**config.mk**
```make
export PLATFORM = sky130hd
export DESIGN_NAME = sha256_mine_ctrl_flat
export DESIGN_NICKNAME = d
export VERILOG_FILES = /design/src/rtl/sha256_mine_ctrl_if.sv /design/src/rtl/sha256_mine_ctrl.sv /design/src/flat_wrapper.sv
export SDC_FILE = /design/constraint.sdc
export NUM_CORES = 1
export LEC_CHECK = 0
export BUFFER_PORTS_ARGS = -buffer_cell sky130_fd_sc_hd__buf_2
export CORE_MARGIN = 3
export CORE_UTILIZATION = 53
export CTS_CLUSTER_DIAMETER = 50
export DETAILED_ROUTE_END_ITERATION = 6
export PLACE_DENSITY = 0.8
export SKIP_LAST_GASP = 1
export SLEW_MARGIN = 10
export SYNTH_ARGS = -nofsm -noshare
export SYNTH_HDL_FRONTEND = slang
export SYNTH_SLANG_ARGS = --single-unit
```
**constraint.sdc**
```tcl
create_clock -name clk -period 2.6 [get_ports clk]
set_input_delay 0 -clock clk [delete_from_list [all_inputs] [get_ports clk]]
set_output_delay 0 -clock clk [all_outputs]
set_load 0.005 [all_outputs]
```
**src/rtl/sha256_mine_ctrl_if.sv**
```systemverilog
// Host/datapath-facing signal bundle for the SHA-256 mining sequencer.
// The master side drives job control and the hit flag; the slave side is the controller.
interface sha256_mine_ctrl_if;
    logic        start;
    logic        abort;
    logic [31:0] nonce_start;
    logic [31:0] nonce_end;
    logic        hash_hit;

    logic [5:0]  round;
    logic        load_state;
    logic        round_en;
    logic        w_sel_msg;
    logic        add_digest;
    logic        pass;
    logic        check;
    logic [31:0] nonce;
    logic        busy;
    logic        done;
    logic        found;

    modport master (
        output start, abort, nonce_start, nonce_end, hash_hit,
        input  round, load_state, round_en, w_sel_msg, add_digest, pass,
               check, nonce, busy, done, found
    );

    modport slave (
        input  start, abort, nonce_start, nonce_end, hash_hit,
        output round, load_state, round_en, w_sel_msg, add_digest, pass,
               check, nonce, busy, done, found
    );
endinterface

```
**src/rtl/sha256_mine_ctrl.sv**
```systemverilog
// Sequences two 64-round SHA-256 passes per nonce over an inclusive nonce range,
// stopping early on a target hit and reporting done/found to the host.
module sha256_mine_ctrl (
    input  logic              clk,
    input  logic              rst_n,
    sha256_mine_ctrl_if.slave bus
);
    typedef enum logic [2:0] {
        S_IDLE,
        S_LOAD,
        S_ROUND,
        S_ADD,
        S_CHECK
    } state_t;

    state_t      state_q, state_d;
    logic [5:0]  round_q, round_d;
    logic        pass_q, pass_d;
    logic [31:0] nonce_q, nonce_d;
    logic [31:0] nonce_end_q, nonce_end_d;
    logic        found_q, found_d;
    logic        done_q, done_d;
    logic        load_state_q, load_state_d;
    logic        round_en_q, round_en_d;
    logic        w_sel_msg_q, w_sel_msg_d;
    logic        add_digest_q, add_digest_d;
    logic        check_q, check_d;
    logic        busy_q, busy_d;

    always_comb begin
        // NOTE: every _d starts from its _q (done from 0) so no path can infer a latch.
        state_d     = state_q;
        round_d     = round_q;
        pass_d      = pass_q;
        nonce_d     = nonce_q;
        nonce_end_d = nonce_end_q;
        found_d     = found_q;
        done_d      = 1'b0;

        case (state_q)
            S_IDLE: begin
                if (bus.start && !bus.abort) begin
                    state_d     = S_LOAD;
                    nonce_end_d = bus.nonce_end;
                    nonce_d     = bus.nonce_start;
                    pass_d      = 1'b0;
                    round_d     = 6'd0;
                    found_d     = 1'b0;
                end
            end
            S_LOAD: begin
                state_d = S_ROUND;
                round_d = 6'd0;
            end
            S_ROUND: begin
                if (round_q == 6'd63) begin
                    state_d = S_ADD;
                    round_d = 6'd0;
                end else begin
                    round_d = round_q + 6'd1;
                end
            end
            S_ADD: begin
                if (!pass_q) begin
                    state_d = S_LOAD;
                    pass_d  = 1'b1;
                end else begin
                    state_d = S_CHECK;
                end
            end
            S_CHECK: begin
                if (bus.hash_hit) begin
                    state_d = S_IDLE;
                    found_d = 1'b1;
                    done_d  = 1'b1;
                end else if (nonce_q == nonce_end_q) begin
                    state_d = S_IDLE;
                    done_d  = 1'b1;
                end else begin
                    state_d = S_LOAD;
                    nonce_d = nonce_q + 32'd1;
                    pass_d  = 1'b0;
                end
            end
            default: state_d = S_IDLE;
        endcase

        // Abort overrides every transition above, including a hit or end-of-range.
        if (state_q != S_IDLE && bus.abort) begin
            state_d = S_IDLE;
            round_d = 6'd0;
            pass_d  = 1'b0;
            nonce_d = nonce_q;
            found_d = found_q;
            done_d  = 1'b0;
        end

        // NOTE: strobes decode the next state and are then registered, so every output is a flop.
        load_state_d = (state_d == S_LOAD);
        round_en_d   = (state_d == S_ROUND);
        w_sel_msg_d  = (state_d == S_ROUND) && (round_d < 6'd16);
        add_digest_d = (state_d == S_ADD);
        check_d      = (state_d == S_CHECK);
        busy_d       = (state_d != S_IDLE);
    end

    // NOTE: sequential state uses non-blocking assignments only.
    always_ff @(posedge clk or negedge rst_n) begin
        if (!rst_n) begin
            state_q      <= S_IDLE;
            round_q      <= 6'd0;
            pass_q       <= 1'b0;
            nonce_q      <= 32'd0;
            nonce_end_q  <= 32'd0;
            found_q      <= 1'b0;
            done_q       <= 1'b0;
            load_state_q <= 1'b0;
            round_en_q   <= 1'b0;
            w_sel_msg_q  <= 1'b0;
            add_digest_q <= 1'b0;
            check_q      <= 1'b0;
            busy_q       <= 1'b0;
        end else begin
            state_q      <= state_d;
            round_q      <= round_d;
            pass_q       <= pass_d;
            nonce_q      <= nonce_d;
            nonce_end_q  <= nonce_end_d;
            found_q      <= found_d;
            done_q       <= done_d;
            load_state_q <= load_state_d;
            round_en_q   <= round_en_d;
            w_sel_msg_q  <= w_sel_msg_d;
            add_digest_q <= add_digest_d;
            check_q      <= check_d;
            busy_q       <= busy_d;
        end
    end

    assign bus.round      = round_q;
    assign bus.load_state = load_state_q;
    assign bus.round_en   = round_en_q;
    assign bus.w_sel_msg  = w_sel_msg_q;
    assign bus.add_digest = add_digest_q;
    assign bus.pass       = pass_q;
    assign bus.check      = check_q;
    assign bus.nonce      = nonce_q;
    assign bus.busy       = busy_q;
    assign bus.done       = done_q;
    assign bus.found      = found_q;
endmodule
```
**src/flat_wrapper.sv**
```systemverilog
// flat-port wrapper written by rule: the top's interface ports become plain ports
module sha256_mine_ctrl_flat 
  (clk, rst_n, bus_start, bus_abort, bus_nonce_start, bus_nonce_end, bus_hash_hit, bus_round, bus_load_state, bus_round_en, bus_w_sel_msg, bus_add_digest, bus_pass, bus_check, bus_nonce, bus_busy, bus_done, bus_found);
  sha256_mine_ctrl_if bus_i ();
  input  logic clk;
  input  logic rst_n;
  input wire logic [$bits(bus_i.start)-1:0] bus_start;
  input wire logic [$bits(bus_i.abort)-1:0] bus_abort;
  input wire logic [$bits(bus_i.nonce_start)-1:0] bus_nonce_start;
  input wire logic [$bits(bus_i.nonce_end)-1:0] bus_nonce_end;
  input wire logic [$bits(bus_i.hash_hit)-1:0] bus_hash_hit;
  output wire logic [$bits(bus_i.round)-1:0] bus_round;
  output wire logic [$bits(bus_i.load_state)-1:0] bus_load_state;
  output wire logic [$bits(bus_i.round_en)-1:0] bus_round_en;
  output wire logic [$bits(bus_i.w_sel_msg)-1:0] bus_w_sel_msg;
  output wire logic [$bits(bus_i.add_digest)-1:0] bus_add_digest;
  output wire logic [$bits(bus_i.pass)-1:0] bus_pass;
  output wire logic [$bits(bus_i.check)-1:0] bus_check;
  output wire logic [$bits(bus_i.nonce)-1:0] bus_nonce;
  output wire logic [$bits(bus_i.busy)-1:0] bus_busy;
  output wire logic [$bits(bus_i.done)-1:0] bus_done;
  output wire logic [$bits(bus_i.found)-1:0] bus_found;
  assign bus_i.start = bus_start;
  assign bus_i.abort = bus_abort;
  assign bus_i.nonce_start = bus_nonce_start;
  assign bus_i.nonce_end = bus_nonce_end;
  assign bus_i.hash_hit = bus_hash_hit;
  assign bus_round = bus_i.round;
  assign bus_load_state = bus_i.load_state;
  assign bus_round_en = bus_i.round_en;
  assign bus_w_sel_msg = bus_i.w_sel_msg;
  assign bus_add_digest = bus_i.add_digest;
  assign bus_pass = bus_i.pass;
  assign bus_check = bus_i.check;
  assign bus_nonce = bus_i.nonce;
  assign bus_busy = bus_i.busy;
  assign bus_done = bus_i.done;
  assign bus_found = bus_i.found;
  sha256_mine_ctrl u_core (.clk(clk), .rst_n(rst_n), .bus(bus_i));
endmodule
```
* Yosys cells after proc, flatten, opt, wreduce, memory -nomap -nowiden *
Index checks and enable logic that the tools add are counted.

cells by class
  magnitude comparators = 1
  add/subtract/negate cells = 2
  eq/ne operators = 17
  bitwise operators = 1
  multiplexer cells = 26
  reductions and logical operators = 13

operator list
  operator               number
  $mux 32                3
  $pmux 32 s2            1
  $add 32x1->32 const B  1
  $eq 32x32->1           1
  $mux 6                 3
  $pmux 6 s3             1
  $mux 3                 5
  $pmux 3 s5             1
  $eq 3x2->1 const B     4
  $mux 1                 10
  $reduce_and 4->1       2
  $add 6x1->6 const B    1
  $eq 3x1->1 const B     2
  $eq 3x3->1 const B     2
  $eq 6x6->1 const B     1
  $lt 6x5->1 const B     1
  $ne 2x2->1 const B     3
  $reduce_bool 3->1      2
  $reduce_and 5->1       1
  $reduce_bool 4->1      1
  $logic_and 1x1->1      3
  $logic_not 3->1        1
  $ne 3x1->1 const B     1
  $ne 3x2->1 const B     1
  other kinds (8)        8

word-level totals
  register bits after elaboration = 82
  output and inout bits = 47

* Longest topological paths before layout *
  word-level depth = 7
  mapped depth = 9
  mapped depth without buffers = 7

* Worst setup path after synthesis *
Ideal clock, no wire load.

  kind = register to register
  start point = register u_core.nonce_q[0], in the netlist u_core.bus.nonce[0]
  end point = register u_core.nonce_q[18], in the netlist u_core.bus.nonce[18]
  setup time = 69 ps
  path slack = 602 ps
  period minus slack after synthesis = 1998 ps
  cell stages (with the launch flop) = 9
  data arrival time = 1929 ps
  path buffers = 1
  cells stage by stage = dfrtp_1 > ha_1 > and4_1 > nand3_1 > buf_2 > nor3_2 > nand2_1 > or4_1 > nand3_1

between the ends
  longest elaborated chain between the ends = 4
  elaborated cells on any way between the ends = 7
  classes of those cells = add/sub (1); eq/ne (2); mux (3); reduce/logical (1)

ends and longest elaborated chain
  what                      RTL line                 RTL
  start: declaration        sha256_mine_ctrl.sv:19   logic [31:0] nonce_q, nonce_d;
  start signal: assignment  sha256_mine_ctrl.sv:127  nonce_q <= nonce_d;
  $add 32x1->32             sha256_mine_ctrl.sv:81   nonce_d = nonce_q + 32'd1;
  $mux 32                   sha256_mine_ctrl.sv:76   end else if (nonce_q == nonce_end_q) begin
  $mux 32                   sha256_mine_ctrl.sv:72   if (bus.hash_hit) begin
  $pmux 32 s2               sha256_mine_ctrl.sv:40   case (state_q)

Several ways; a longest one is shown, not always the timed one. The select of a mux whose other input is x is not followed.
A chain may end at the register's enable or synchronous reset.

* Worst setup path after layout *
  start point = register u_core.nonce_q[28], in the netlist u_core.bus.nonce[28]
  end point = register u_core.nonce_q[13], in the netlist u_core.bus.nonce[13]

between the ends
  longest elaborated chain between the ends = 3

ends and longest elaborated chain
  what                               RTL line
  $eq 32x32->1                       sha256_mine_ctrl.sv:76
  $ne 2x2->1 (no source line)        -
  $reduce_and 5->1 (no source line)  -

Every way passes these cells.

==> impl_metrics.json <==
{
  "via_per_inst": 5.86,
  "io_pins": 116,
  "synth-adder-area-share_pct": 0.559,
  "endpoint_kind": "flip-flop",
  "crit_family": "compound AO/OA/AOI/OAI gates",
  "cts_setup_buffers": 0,
  "synth_area_per_cell_sq_um": 8.82,
  "drive_above_1_share_pct": 24.6,
  "grt_pass1_wl_microns": 23400,
  "final_hold_viol_count": 0,
  "p_per_area_nw_per_um2": 741,
  "ys_seq_area_share_pct": 45.8,
  "syn-instance-count": 508,
  "period_share_pct": 93.6,
  "path_buf_inv": 1,
  "gp_congestion": 0.937,
  "area_growth_pct": 31.2,
  "met2_usage_pct": 48.1,
  "timing.rr.start": "u_core.bus.nonce[28]$_DFFE_PN0P_",
  "peakVddDrop_v": 0.000407,
  "grt_util_met3_pct": 7.93,
  "yosys.area_share.simple_pct": 26.8,
  "cp_slowest_cell": "dfrtp_1",
  "drt-total-wl_microns": 14500,
  "path_max_fanout": 21,
  "power.leakage_nw": 2.86,
  "portBuffers": 115,
  "synth-edff-count": 0,
  "cts_made_buffers": 9,
  "rsz0062_at_grt": "false",
  "max-clock-path-buffers": 2,
  "worstHoldStart": "bus_nonce_start[6]",
  "drc": 0,
  "finalNetCount": 746,
  "grt_max_degree": 83,
  "muxShareOfSynthArea_pct": 0.670,
  "worstMarginPinSlew_ps": 1070,
  "synth_top_family_by_area": "simple AND/OR/NAND/NOR gates",
  "hold_ws_ps": 29.8,
  "path_clk_slew_ps": 90,
  "rrSetupSlack_ps": 170,
  "ys_async_sr_fraction_pct": 100,
  "cp_cell_sequence": "xor2_1 -> nor4_2 -> nand4_1 -> o21ai_2 -> buf_4 -> nor3_1 -> o32a_1",
  "start_util_pct": 56.2,
  "netlist_area_sq_um": 4480,
  "hp-class": "in -> reg",
  "synth_compound_area_share_pct": 16.0,
  "setup_viol": 0,
  "post-route-min-period_ps": 2430,
  "final_antenna_net_count": 0,
  "path_class": "reg -> reg",
  "dpl.hpwl_microns": 9880,
  "reg2reg_to": "u_core.bus.nonce[13]$_DFFE_PN0P_",
  "rows": 32,
  "busiest_layer": "met2",
  "die_x_microns": 97.9,
  "clock.fmax_ghz": 0.411,
  "drv_cap": 0,
  "min_path_cells": 3,
  "ys.flop_type": "dfrtp_1",
  "cts_root_buf": "clkbuf_8",
  "holdPathEnd": "u_core.bus.nonce[6]$_DFFE_PN0P_",
  "grt_pass1_vias": 4644,
  "ys_seq_elements": 82,
  "slew_headroom_pct": 28.5,
  "slowest_delay_ps": 480,
  "first_pass_iters": 5,
  "cts_tree": "done",
  "num_vias": 4576,
  "die_h_microns": 97.9,
  "drt_iter0_drc": 477,
  "avgRoutedWirePerCell_microns": 18.5,
  "status": "finished, final reports clean",
  "antenna_found_initial": 0,
  "worstSkewPairLatency_ps": 350,
  "diodes": 0,
  "cts.sinks": 82,
  "finClkSkew_ps": 8.33,
  "cp-start-kind": "flip-flop",
  "synth_cell_type_count": 59,
  "synth_xor_area_share_pct": 6.45,
  "core_sq_um": 7970,
  "cp.arrival_ps": 2670,
  "track_usage_pct": 30.4,
  "grt_use_met1_pct": 40.9,
  "cp.required_ps": 2840,
  "dieArea_sq_um": 9590,
  "final.setup.tns_ps": 0,
  "syn-num-nets": 579,
  "slew_violations": 0,
  "cts-htree-levels": 3,
  "yosys_warnings": 0,
  "grt_overflow_total": 0,
  "rr_worst_depth": 7
}
## routing by layer
metal  wire [microns]  up-vias
met5                0        -
met4              420        0
met3             1420       38
met2             6720      265
met1             5900     2149
li1                 -     2124
## cells in the final DEF, fill, tap and decap left out, types with 9 or more instances in the layout
cell           instances
nand2_1              133
buf_2                114
dfrtp_1               82
dlygate4sd3_1         49
xor2_1                33
nor2_1                31
buf_4                 24
a21oi_1               22
nand3_1               15
o21ai_0               15
nor3_1                11
o211ai_1              10
a31oi_1                9
clkbuf_8               9
## synthesized netlist by cell type (5+ instances only)
library cell  instances  share of area (%)
o211ai_1             10                1.7
a31oi_1               9                1.3
o31a_1                5               0.98
o22a_1                8                1.6
and2_1                5               0.70
nor4_1                9                1.3
dfrtp_1              82                 46
xor2_1               33                6.5
nand3_1              15                1.7
inv_1                 5               0.42
nand2_1             133                 11
buf_2                 7               0.78
nand4_1               7               0.98
a21oi_1              22                2.5
clkbuf_1             15                1.3
o32a_1                7                1.6
o21ai_0              15                1.7
nor3_1               11                1.2
and3_1                8                1.1
nor2_1               32                2.7
## cell type report
| cell class | instances | area [sq um] |
|---|---|---|
| inverters | 5 | 18.8 |
| clock buffers | 9 | 124 |
| multi-input cells | 390 | 2280 |
| well taps | 102 | 128 |
| repair buffers | 187 | 1240 |
| fillers | 602 | 2090 |
| flip-flops and latches | 82 | 2050 |
| clock inverters | 6 | 35.0 |
## sequential cells by signal (all words and copies together) (netlist names)
name and cells:
u_core.nonce_end_q 32, u_core.bus.busy 1, u_core.bus.load_state 1, u_core.state_q 3, u_core.bus.round_en 1, u_core.bus.done 1, u_core.bus.w_sel_msg 1, u_core.bus.check 1
u_core.bus.found 1, u_core.bus.round 6, u_core.bus.nonce 32, u_core.bus.add_digest 1, u_core.bus.pass 1
## cells by family after synthesis
logic type,after synthesis
buf+inv,36
mux,3
compound gates,103
flops,82
xor+xnor,33
simple gates,249
fa+ha+maj,2
## what timing repair did
action,CTS,global route
hold buffers,49,0
resized for setup,0,1
endpoints found under the setup margin,0,12
hold endpoints to repair,130,0
## worst max path at each step
stage	startpoint	depth (start not counted)	slack, ps	end
5_1_grt	u_core.bus.nonce[28]$_DFFE_PN0P_	7	30	u_core.bus.nonce[13]$_DFFE_PN0P_
4_1_cts	u_core.bus.nonce[11]$_DFFE_PN0P_	7	110	u_core.bus.nonce[21]$_DFFE_PN0P_
3_5_place_dp	u_core.bus.nonce[11]$_DFFE_PN0P_	7	120	u_core.bus.nonce[21]$_DFFE_PN0P_
6_report	u_core.bus.nonce[28]$_DFFE_PN0P_	7	170	u_core.bus.nonce[13]$_DFFE_PN0P_
2_1_floorplan	u_core.bus.nonce[0]$_DFFE_PN0P_	8	600	u_core.bus.nonce[18]$_DFFE_PN0P_
3_3_place_gp	u_core.bus.nonce[11]$_DFFE_PN0P_	7	170	u_core.bus.nonce[13]$_DFFE_PN0P_
## worst min-delay path, cell delays in order
cell and delay (ps):
buf_2 90, mux2i_1 50, o2bb2a_1 210
## metrics by stage
stage | util, % | area [sq um] | instances | power, W | setup WS, ps
floorplan | - | 4480 | 508 | 0.00276 | 602
global placement | 65.5 | 5220 | 717 | 0.00340 | 171
detailed placement | 65.5 | 5220 | 717 | 0.00346 | 115
CTS | 73.7 | 5870 | 781 | 0.00431 | 107
global route | 73.7 | 5880 | 781 | 0.00461 | 33.8
finish | 73.7 | 5880 | 781 | 0.00435 | 167
## power by group
| group | switching (W) | internal (W) |
|---|---|---|
| sequential | 0.000413 | 0.00160 |
| combinational | 0.000820 | 0.000705 |
| clock | 0.000475 | 0.000335 |
Power figures use the tool's default switching activity.
